## src/rtl/mc_control.sv

```systemverilog
// Multi-cycle CPU control unit: FETCH/DECODE/EXEC/MEM/WB/HALT sequencer that
// drives the datapath strobes and counts retired instructions.
module mc_control (
    input  logic        clock,
    input  logic        rst,
    input  logic [15:0] instr,
    input  logic        zero,
    output logic        pc_write,
    output logic [1:0]  pc_src,
    output logic        ir_write,
    output logic        mem_read,
    output logic        mem_write,
    output logic        reg_write,
    output logic        in_read,
    output logic        out_write,
    output logic [2:0]  alu_op,
    output logic [1:0]  alu_src_b,
    output logic [2:0]  state,
    output logic        halted,
    output logic [15:0] retired
);

    typedef enum logic [2:0] {
        S_FETCH  = 3'd0,
        S_DECODE = 3'd1,
        S_EXEC   = 3'd2,
        S_MEM    = 3'd3,
        S_WB     = 3'd4,
        S_HALT   = 3'd5
    } state_t;

    localparam logic [3:0] OP_ADD  = 4'h0;
    localparam logic [3:0] OP_SUB  = 4'h1;
    localparam logic [3:0] OP_AND  = 4'h2;
    localparam logic [3:0] OP_OR   = 4'h3;
    localparam logic [3:0] OP_LW   = 4'h4;
    localparam logic [3:0] OP_SW   = 4'h5;
    localparam logic [3:0] OP_BEQ  = 4'h6;
    localparam logic [3:0] OP_JMP  = 4'h7;
    localparam logic [3:0] OP_IN   = 4'h8;
    localparam logic [3:0] OP_OUT  = 4'h9;
    localparam logic [3:0] OP_HALT = 4'hF;

    localparam logic [2:0] ALU_ADD   = 3'd0;
    localparam logic [2:0] ALU_SUB   = 3'd1;
    localparam logic [1:0] PC_PLUS2  = 2'd0;
    localparam logic [1:0] PC_BRANCH = 2'd1;
    localparam logic [1:0] PC_JUMP   = 2'd2;
    localparam logic [1:0] SRCB_REG  = 2'd0;
    localparam logic [1:0] SRCB_TWO  = 2'd1;
    localparam logic [1:0] SRCB_IMM  = 2'd2;

    state_t      state_q, state_d;
    logic [3:0]  opcode_q, opcode_d;
    logic [15:0] retired_q, retired_d;
    logic        retire;
    logic [3:0]  dec_op;
    logic        unused_instr_bits;

    assign dec_op            = instr[15:12];
    assign unused_instr_bits = ^instr[11:0];

    // NOTE: every signal written here gets a default first, so no path can infer a latch.
    always_comb begin
        state_d   = state_q;
        opcode_d  = opcode_q;
        retire    = 1'b0;
        pc_write  = 1'b0;
        pc_src    = PC_PLUS2;
        ir_write  = 1'b0;
        mem_read  = 1'b0;
        mem_write = 1'b0;
        reg_write = 1'b0;
        in_read   = 1'b0;
        out_write = 1'b0;
        alu_op    = ALU_ADD;
        alu_src_b = SRCB_REG;

        case (state_q)
            S_FETCH: begin
                mem_read  = 1'b1;
                ir_write  = 1'b1;
                pc_write  = 1'b1;
                alu_src_b = SRCB_TWO;
                state_d   = S_DECODE;
            end
            S_DECODE: begin
                opcode_d  = dec_op;
                alu_src_b = SRCB_IMM;
                if (dec_op == OP_HALT) begin
                    state_d = S_HALT;
                end else if (dec_op > OP_OUT) begin
                    state_d = S_FETCH;       // illegal opcode retires as a NOP
                end else begin
                    state_d = S_EXEC;
                end
                retire = (state_d != S_EXEC);
            end
            S_EXEC: begin
                state_d = S_FETCH;
                case (opcode_q)
                    OP_ADD, OP_SUB, OP_AND, OP_OR: begin
                        alu_op  = opcode_q[2:0];
                        state_d = S_WB;
                    end
                    OP_LW, OP_SW: begin
                        alu_src_b = SRCB_IMM;
                        state_d   = S_MEM;
                    end
                    OP_BEQ: begin
                        alu_op   = ALU_SUB;
                        pc_src   = PC_BRANCH;
                        pc_write = zero;
                    end
                    OP_JMP: begin
                        pc_write = 1'b1;
                        pc_src   = PC_JUMP;
                    end
                    OP_IN: begin
                        in_read = 1'b1;
                        state_d = S_WB;
                    end
                    OP_OUT:  out_write = 1'b1;
                    default: ;
                endcase
                retire = (state_d == S_FETCH);
            end
            S_MEM: begin
                if (opcode_q == OP_LW) begin
                    mem_read = 1'b1;
                    state_d  = S_WB;
                end else begin
                    mem_write = (opcode_q == OP_SW);
                    state_d   = S_FETCH;
                end
                retire = (state_d == S_FETCH);
            end
            S_WB: begin
                reg_write = 1'b1;
                state_d   = S_FETCH;
                retire    = 1'b1;
            end
            S_HALT:  state_d = S_HALT;
            default: state_d = S_FETCH;
        endcase

        retired_d = retired_q + {15'd0, retire};

        // Reset is synchronous, so the strobes must be masked combinationally meanwhile.
        if (rst) begin
            pc_write  = 1'b0;
            pc_src    = PC_PLUS2;
            ir_write  = 1'b0;
            mem_read  = 1'b0;
            mem_write = 1'b0;
            reg_write = 1'b0;
            in_read   = 1'b0;
            out_write = 1'b0;
            alu_op    = ALU_ADD;
            alu_src_b = SRCB_REG;
        end
    end

    // NOTE: sequential state uses non-blocking assignments so all flops update together.
    always_ff @(posedge clock) begin
        if (rst) begin
            state_q   <= S_FETCH;
            opcode_q  <= 4'h0;
            retired_q <= 16'h0000;
        end else begin
            state_q   <= state_d;
            opcode_q  <= opcode_d;
            retired_q <= retired_d;
        end
    end

    assign state   = state_q;
    assign halted  = (state_q == S_HALT);
    assign retired = retired_q;

endmodule

```

## config.mk

```make
export PLATFORM = sky130hd
export DESIGN_NAME = mc_control
export DESIGN_NICKNAME = d
export VERILOG_FILES = /design/src/rtl/mc_control.sv
export SDC_FILE = /design/constraint.sdc
export NUM_CORES = 1
export LEC_CHECK = 0
export CORE_MARGIN = 2
export CORE_UTILIZATION = 40
export CTS_BUF_LIST = sky130_fd_sc_hd__clkbuf_16
export DETAILED_ROUTE_END_ITERATION = 12
export PLACE_DENSITY_LB_ADDON = 0.3
export SETUP_SLACK_MARGIN = 0.05
export SKIP_LAST_GASP = 1
export SLEW_MARGIN = 40
export SYNTH_ARGS = -nofsm -noshare
export SYNTH_HDL_FRONTEND = slang
export SYNTH_SLANG_ARGS = --single-unit
```

## constraint.sdc

```tcl
create_clock -name clock -period 3.25 [get_ports clock]
set_input_delay 0.4875 -clock clock [delete_from_list [all_inputs] [get_ports clock]]
set_output_delay 0.4875 -clock clock [all_outputs]
set_load 0.005 [all_outputs]
```

# == After elaboration in Yosys (flattened, before gate mapping) ==
# Index checks and enable logic that the tools add are counted.
# totals
regBits,23
in_bits,19
# op_classes
addsub,1
mux,37
magnitude_cmp,1
reduce_logical,7
eq_ne,16
# ops
operator,n
two-way mux 3 bit,7
adder 16 x 1 -> 16 bit,1
"== test 4 x 3 -> 1 bit, second input constant",4
two-way mux 1 bit,16
case mux 3 bit (5 select lines),1
"== test 4 bit, second input constant",3
case mux 3 bit (2 select lines),2
two-way mux 2 bit,5
logical NOT 3 bit,3
"== test 4 x 2 -> 1 bit, second input constant",2
"== test 3 x 2 -> 1 bit, second input constant",2
"== test 3 bit, second input constant",2
case mux 1 bit (2 select lines),3
case mux 2 bit (3 select lines),1
OR reduction 5 bit,1
"== test 4 x 1 -> 1 bit, second input constant",1
"greater-than comparator 4 bit, second input constant",1
logical NOT 4 bit,1
case mux 1 bit (4 select lines),1
case mux 2 bit (2 select lines),1
OR reduction 4 bit,1
"== test 3 x 1 -> 1 bit, second input constant",1
"inequality test 3 x 2 -> 1 bit, second input constant",1
OR reduction 2 bit,1

# == Depth between registers and ports, before layout ==
# Gate-level depths: netlist (run 1).
# logic_depth
ltp_word,7
ltp_mapped,9
ltp_nobuf,8

# == Worst setup path before layout (run 1) ==
# OpenSTA, ideal clock, no wires.
# synth_path
kind,reg-to-reg
from,register opcode_q[3]
to,"register retired_q[14], in the netlist retired[14]"
t_arrival_ns,2.382
path_slack_ns,0.747
stages_incl_launch_ff,10
setup_ns,0.121
synth_period_minus_slack_ns,2.503
required_ns,3.129
n_path_buf,1
path_cell_list,dfxtp_1 -> clkbuf_1 -> nor2b_1 -> o211a_1 -> o32ai_1 -> ha_1 -> ha_1 -> nand3_2 -> nor4_1 -> mux2_2
# synth_between
elab_chain_cells,7
elab_cells_between_ends,17
classes_between,add/sub: 1; eq/ne: 6; mux: 5; reduce/logical: 5
# synth_rtl
element,line,source
from (decl),54,"logic [3:0] opcode_q, opcode_d;"
from (signal assigned),172,opcode_q <= opcode_d;
== test 4 bit (tied with other cells),101,case (opcode_q)
OR reduction 5 bit (no line) or OR reduction 2 bit (tied branches),n/a,
case mux 3 bit (2 select lines),101,
two-way mux 3 bit,79,case (state_q)
logical NOT 3 bit,126,retire = (state_d == S_FETCH);
case mux 1 bit (4 select lines) *,79,
adder 16 x 1 -> 16 bit *,147,"retired_d = retired_q + {15'd0, retire};"
to (signal assigned),173,retired_q <= retired_d;
to (decl),55,"logic [15:0] retired_q, retired_d;"
# Every way passes the cells marked *; elsewhere a longest branch is shown, timed or not. The select of a mux whose other input is x is not followed.
# A chain may end at the register's enable or synchronous reset.

# == Worst setup path in the final report (run 1) ==
# layout_path
from,"register state_q[0], in the netlist state[0]"
to,"register retired_q[14], in the netlist retired[14]"
# layout_between
elab_chain_cells,3
elab_cells_between_ends,6
classes_between,add/sub: 1; eq/ne: 4; mux: 1
# layout_rtl
element,line,source
from (decl),53,"state_t state_q, state_d;"
from (signal assigned),171,state_q <= state_d;
== test 3 bit (tied with other cells),79,
case mux 1 bit (4 select lines) *,79,
adder 16 x 1 -> 16 bit *,147,
# Every way passes the cells marked *; elsewhere a longest branch is shown, timed or not.

==> results of run 1 <==
[worst reg2reg max path, stage by stage, from the launching register on]
cell     delay (ps)
dfxtp_1         660
nor2_1          110
o211a_1         220
o32ai_1         290
ha_1            290
ha_1            230
nand3_2         190
nor4_1          340
mux2_2          360
[through the flow]
stage	hold slack [ps]	worst slack, ps	instance area [µm²]	power [mW]
floorplan	480	747	1310	0.382
CTS	515	435	1800	0.696
global placement	478	328	1720	0.424
finish	510	444	1800	0.689
detailed placement	506	265	1720	0.430
global route	538	223	1800	0.720
[cell usage after synthesis, types with 2 or more instances]
cell type and instances:
or4_1 4, a21oi_1 11, nor2_1 19, nand2_1 7, ha_1 2, nor4b_1 3, buf_2 2, nor2b_1 9
nor4_1 7, dfxtp_1 23, inv_1 6, nand4_1 3, nand2b_1 2, mux2_2 5, nor3_1 5, o31ai_1 5
clkbuf_1 9, or3_2 2, o32ai_1 2, xnor2_1 2, nand3_1 7, mux2i_1 4, o21ai_0 5
[registers in the layout, indices dropped and copies added, names as in the netlist]
| signal | cells |
|---|---|
| state | 3 |
| retired | 16 |
| opcode_q | 4 |
[how the worst min path moves through the flow]
stage | start | to | slack (ps) | cells past startpoint
3_5_place_dp | retired[10] | retired[10] | 510 | 2
3_3_place_gp | retired[10] | retired[10] | 480 | 2
4_1_cts | retired[10] | retired[10] | 520 | 2
6_report | retired[6] | retired[6] | 510 | 2
2_1_floorplan | retired[10] | retired[10] | 480 | 2
5_1_grt | retired[9] | retired[9] | 540 | 2
[final cells by class]
cell class                      instances  area share [%]
Timing Repair Buffer                   41            22.5
Clock inverter                          1           0.278
Multi-Input combinational cell        119            43.1
Clock buffer                            3            4.18
Tap cell                               44            3.06
Inverter                                6            1.25
Sequential cell                        23            25.6
[power by group]
group	leakage, nW	switching, mW	internal [mW]
sequential	0.186	0.0251	0.292
combinational	0.396	0.0455	0.0614
clock	0.0409	0.0999	0.165
[cells by family after synthesis]
family                     share of synthesized area [%]
muxes                                               7.34
and+or+nand+nor                                     33.1
xor gates and xnor gates                            2.00
DFF                                                 35.1
other                                              0.286
buffers and inverters                               5.91
AOI/OAI and AO/OA                                   14.4
adders and majority gates                           1.91
[per-layer routing]
layer	share of wire, %	wire length, µm	global-route usage, %	vias to the layer above
li1	-	-	-	650
met3	3.2	100	2.73	0
met1	48	1480	23.7	627
met2	49	1530	29.8	21
met4	0	0	4.04	0
met5	0	0	0	-
==> results by group, run 1 <==
Worst setup path
  – Critical Path End: retired[14]
  – Stages on worst setup path: 8
  – Biggest cell delay along the critical path: 660 ps
  – Cell type with the highest occurrence count on the critical path: ha_1
  – Setup crit end kind: flop
  – Worst setup startpoint: state[0]
  – Setup slack on the worst flop-to-flop path: 440 ps
  – Count of buffering cells on the critical path with inverters included: 0
  – Kind of cell adding the most delay to the critical path: flip-flops
  – Number of cells on the worst reg-to-reg path: 8
  – Data required time at the worst endpoint: 3400 ps
  – Crit Path Max Fanout: 18
  – Data arrival time of the critical path: 2950 ps
  – Crit-path cells: nor2_1, o211a_1, o32ai_1, ha_1, ha_1, nand3_2, nor4_1, mux2_2
  – R2r endpoint: retired[14]
  – Cell with the largest stage delay on the worst path: dfxtp_1
  – Type of element launching the critical path: flop
  – Origin of the critical flop-to-flop path: state[0]
  – CP Class: flop to flop

Timing
  – Shortest clock period the worst path allows after layout: 2810 ps
  – Total Negative Setup Slacks: 0 ps
  – Worst relative slew slack: 62.4%
  – Pins over their slew limit: 0
  – Number of failing hold endpoints at the final stage: 0
  – Final cycle utilization of the critical path: 86.3%
  – RSZ-0062 raised after global routing: no
  – Top achievable clock speed: 356 MHz
  – Worst-Margin Slew: 562 ps
  – Setup violation total in the final timing report: 0
  – Worst Clk Skew: 1.74 ps

Route
  – Final routed wirelength across all metal layers: 3.11 mm
  – Routed length per instance: 13.1 µm
  – Final antenna-violating net count: 0
  – Iteration count of the initial detailed-routing pass: 4
  – Iteration-0 DRC Markers: 72
  – Detailed-route vias per instance: 5.48
  – Total DRC errors in the routed layout: 0
  – Detailed-route via count: 1,298

Synth
  – Post-synth top area cell: dfxtp_1
  – Synth Register Bits: 23
  – Total nets after synthesis: 182
  – Register area share after synthesis: 35.1%
  – Top-area cell type share of the netlist area: 35.1%
  – Mean instance size in the synthesized netlist: 8.15 µm²
  – Predominant post-synthesis flop cell: dfxtp_1
  – Share of flip-flops with an asynchronous set or reset after synthesis: 0%
  – Number of standard cells after synthesis: 161
  – Post-synth design cell area: 1310 µm²
  – Number of warnings issued by yosys: 0
  – EDFF count, synth: 0
  – Top cells by area in the synthesized netlist: dfxtp_1, nor2_1, mux2_2
  – Count of cell types in the netlist: 40

Global route
  – Global routing usage summed across all routing layers: 17.6%
  – First-pass GRT wire length: 5.11 mm
  – Maximum number of pins on one net before global-route repair: 36
  – Initial antenna violation count: 0
  – Total congestion overflow after global routing: 0
  – Via count of the first global-routing pass: 1,147

Power
  – Highest ir drop seen on vdd: 0.000209 V
  – Total power per unit cell area: 383 nW/µm²
  – P_leak: 0.623 nW

Clocking
  – CTS H-Tree Depth: 1
  – Number of gates resized after cts: 0
  – Clock slew at reported path FFs: 60 ps
  – TritonCTS clock tree: done
  – Worst-Skew Late Latency: 250 ps
  – Maximum clock insertion buffer count: 2
  – Number of clock sinks: 23
  – Number of buffers created by CTS: 3
  – Hold-fix buffers at CTS: 0
  – Buffer count from post-CTS setup fixing: 0
  – Cell at the root of the clock tree: clkbuf_16

Placement
  – Dpl cells: 233
  – Gp weighted congestion: 0.793
  – Post-detail-place hpwl: 2.25 mm
  – Count of input and output buffers: 39

Min path
  – Hold/Removal Path Class: flop to flop

Floorplan
  – Horizontal die dimension: 61.3 µm
  – Effective utilization at floorplan: 42.6%
  – Top Ports: 53
  – Die outline height: 61.3 µm
  – Core Area: 3080 µm²
  – Std cell rows: 20
  – Floorplan die area: 3760 µm²

Layout
  – Most frequent standard cell in the layout excluding fill and tap cells: clkdlybuf4s50_1
  – Nets@finish: 215
  – Fraction of layout cells with a size suffix above 1: 8.29%
  – Final core utilization: 58.4%
  – Diodes inserted: 0
  – Footprint of the flip-flops and latches: 460 µm²
  – Layout Cells excl Fill: 237
  – Filler cells: 273
  – Layout Area Growth over Synthesis: 37.0%
  – Top library cells by usage in the layout, fill and taps aside: clkdlybuf4s50_1, dfxtp_1, nor2_1, a21oi_1, nor2b_1
  – Area used by multi-input combinational logic: 774 µm²

Outcome
  – Status: completed

Job
  – Number of maximum-capacitance violations: 0
Note: power is estimated with default switching activity, not from simulation.
==> run 2: changes to the inputs <==
--- a/config.mk
+++ b/config.mk
@@ -5,7 +5,6 @@
 export SDC_FILE = /design/constraint.sdc
 export NUM_CORES = 1
 export LEC_CHECK = 0
-export CORE_MARGIN = 2
 export CORE_UTILIZATION = 40
 export CTS_BUF_LIST = sky130_fd_sc_hd__clkbuf_16
 export DETAILED_ROUTE_END_ITERATION = 12
==> run 2 against run 1 <==
- global-route usage grew 0.89 points
- sequential cell count did not move
- sequential power about the same
- via count is 0.46% lower
- non-clock buffer count stayed put
- power is 1.3% lower
- largest cell class unchanged
- wire length shrank 0.87%
- critical path depth stayed put
- hold slack worse by 4.3 ps
- register-to-register slack worse by 100 ps
==> results by group, run 2 (same netlist as run 1, synthesis figures left out) <==
Clocking
  – Number of buffers created by CTS: 3
  – Clock slew at reported path FFs: 60 ps
  – Worst-Skew Late Latency: 250 ps
  – Number of clock sinks: 23
  – Maximum clock insertion buffer count: 2
  – TritonCTS clock tree: done
  – CTS H-Tree Depth: 1
  – Cell at the root of the clock tree: clkbuf_16
  – Number of gates resized after cts: 0
  – Hold-fix buffers at CTS: 0
  – Buffer count from post-CTS setup fixing: 0

Worst setup path
  – Crit Path Max Fanout: 18
  – Crit-path cells: nor2_1, o211a_1, o32ai_1, ha_1, ha_1, nand3_2, nor4_1, mux2_2
  – Cell type with the highest occurrence count on the critical path: ha_1
  – Biggest cell delay along the critical path: 650 ps
  – Data required time at the worst endpoint: 3390 ps
  – Data arrival time of the critical path: 3050 ps
  – Cell with the largest stage delay on the worst path: dfxtp_1
  – Type of element launching the critical path: flop
  – Setup crit end kind: flop
  – Count of buffering cells on the critical path with inverters included: 0
  – Kind of cell adding the most delay to the critical path: simple AND/OR/NAND/NOR gates
  – CP Class: flop to flop

Power
  – Total power per unit cell area: 379 nW/µm²
  – Internal power of the cells: 0.517 mW
  – Logic gate share of total power: 15.6%
  – Switching power share of the total: 24.0%
  – Post-route total power: 0.681 mW
  – Highest ir drop seen on vdd: 0.000206 V
  – Psw: 0.163 mW
  – Flop pwr share: 46.6%
  – P_leak: 0.625 nW
  – Share of total power in the clock network: 37.8%

Layout
  – Top library cells by usage in the layout, fill and taps aside: clkdlybuf4s50_1, dfxtp_1, nor2_1, a21oi_1, nor2b_1
  – Most frequent standard cell in the layout excluding fill and tap cells: clkdlybuf4s50_1
  – Fraction of layout cells with a size suffix above 1: 7.77%
  – Layout Area Growth over Synthesis: 36.9%
  – Filler cells: 278
  – Flip-flop count of the largest register, all copies and words added: 16
  – Nets@finish: 215
  – Area used by multi-input combinational logic: 774 µm²
  – Diodes inserted: 0
  – Footprint of the flip-flops and latches: 460 µm²

Route
  – Highest metal layer with signal wires: met4
  – Iteration count of the initial detailed-routing pass: 4
  – Detailed-route vias per instance: 5.45
  – Detailed-route via count: 1,292
  – Routed length per instance: 13.0 µm
  – Met3 Wirelength: 114 µm
  – Met2 layer wire length in the routed design: 1.53 mm
  – Total DRC errors in the routed layout: 0
  – Iteration-0 DRC Markers: 44
  – Length of routed wiring on met1: 1.42 mm
  – Final routed wirelength across all metal layers: 3.08 mm
  – Final antenna-violating net count: 0

Floorplan
  – Top Ports: 53
  – Std cell rows: 20
  – Core Area: 3080 µm²
  – Effective utilization at floorplan: 42.6%
  – Die outline height: 59.3 µm
  – Horizontal die dimension: 59.3 µm
  – Floorplan die area: 3510 µm²

Timing
  – Final cycle utilization of the critical path: 89.6%
  – Worst-Margin Slew: 584 ps
  – Total Negative Setup Slacks: 0 ps
  – Hold Worst Slack: 506 ps
  – Pins over their slew limit: 0
  – Setup violation total in the final timing report: 0
  – Number of failing hold endpoints at the final stage: 0
  – Shortest clock period the worst path allows after layout: 2910 ps
  – Worst relative slew slack: 60.9%
  – Top achievable clock speed: 344 MHz
  – Worst Clk Skew: 1.70 ps
  – RSZ-0062 raised after global routing: no

Global route
  – Initial antenna violation count: 0
  – First-pass GRT wire length: 5.05 mm
  – Global routing usage summed across all routing layers: 18.5%
  – Maximum number of pins on one net before global-route repair: 30
  – Total congestion overflow after global routing: 0
  – Via count of the first global-routing pass: 1,102

Min path
  – Hold/Removal Path Class: flop to flop

Outcome
  – Status: completed

Job
  – Number of maximum-capacitance violations: 0

Placement
  – Gp weighted congestion: 0.757
  – Post-detail-place hpwl: 2.22 mm
  – Count of input and output buffers: 39
run 2: cell types whose count changed in the layout (fill, tap and decap cells not counted), sizes merged:
cell    before  now
clkinv       1    0
inv          6    7
run 2: worst register-to-register path: stages (launching register included):
cell and delay (ps):
dfxtp_1 650, nor2_1 110, o211a_1 230, o32ai_1 300, ha_1 300, ha_1 230, nand3_2 180, nor4_1 410
mux2_2 380
run 2: cell type report:
cell class / instances / share of cell area, %
inverters: 6 / 1.25
clock buffers: 3 / 4.18
repair buffers: 41 / 22.6
well taps: 44 / 3.06
flip-flops and latches: 23 / 25.6
clock inverters: 1 / 0.209
multi-input cells: 119 / 43.1
run 2: path summary, 6_finish.rpt:
path                            slack [ps]   startpoint          end  cells past startpoint
worst max-delay path                   340     state[0]  retired[14]                      8
worst min-delay path                   510  retired[10]  retired[10]                      2
worst max register to register         340     state[0]  retired[14]                      8
worst min register to register         510  retired[10]  retired[10]                      2
run 2: power by group through the flow:
stage	logic (mW)	registers, mW	clock network, mW
6_report	0.106	0.317	0.257
5_1_grt	0.118	0.320	0.275
4_1_cts	0.107	0.317	0.262
3_5_place_dp	0.106	0.323	0
3_3_place_gp	0.102	0.322	0
2_1_floorplan	0.0763	0.306	0
run 2: per-stage QoR:
step	util [%]	instance area, µm²	worst slack [ps]	cells
CTS	58.4	1800	331	237
finish	58.4	1800	340	237
floorplan	-	1310	747	161
detailed placement	55.8	1720	193	233
global placement	55.8	1720	331	233
global route	58.4	1800	180	237
run 2: metal layers:
| layer | global-route usage, % | vias to the layer above |
|---|---|---|
| met5 | 0 | - |
| met4 | 5.10 | 0 |
| met3 | 3.06 | 2 |
| met2 | 29.9 | 27 |
| met1 | 25.5 | 616 |
| li1 | - | 647 |
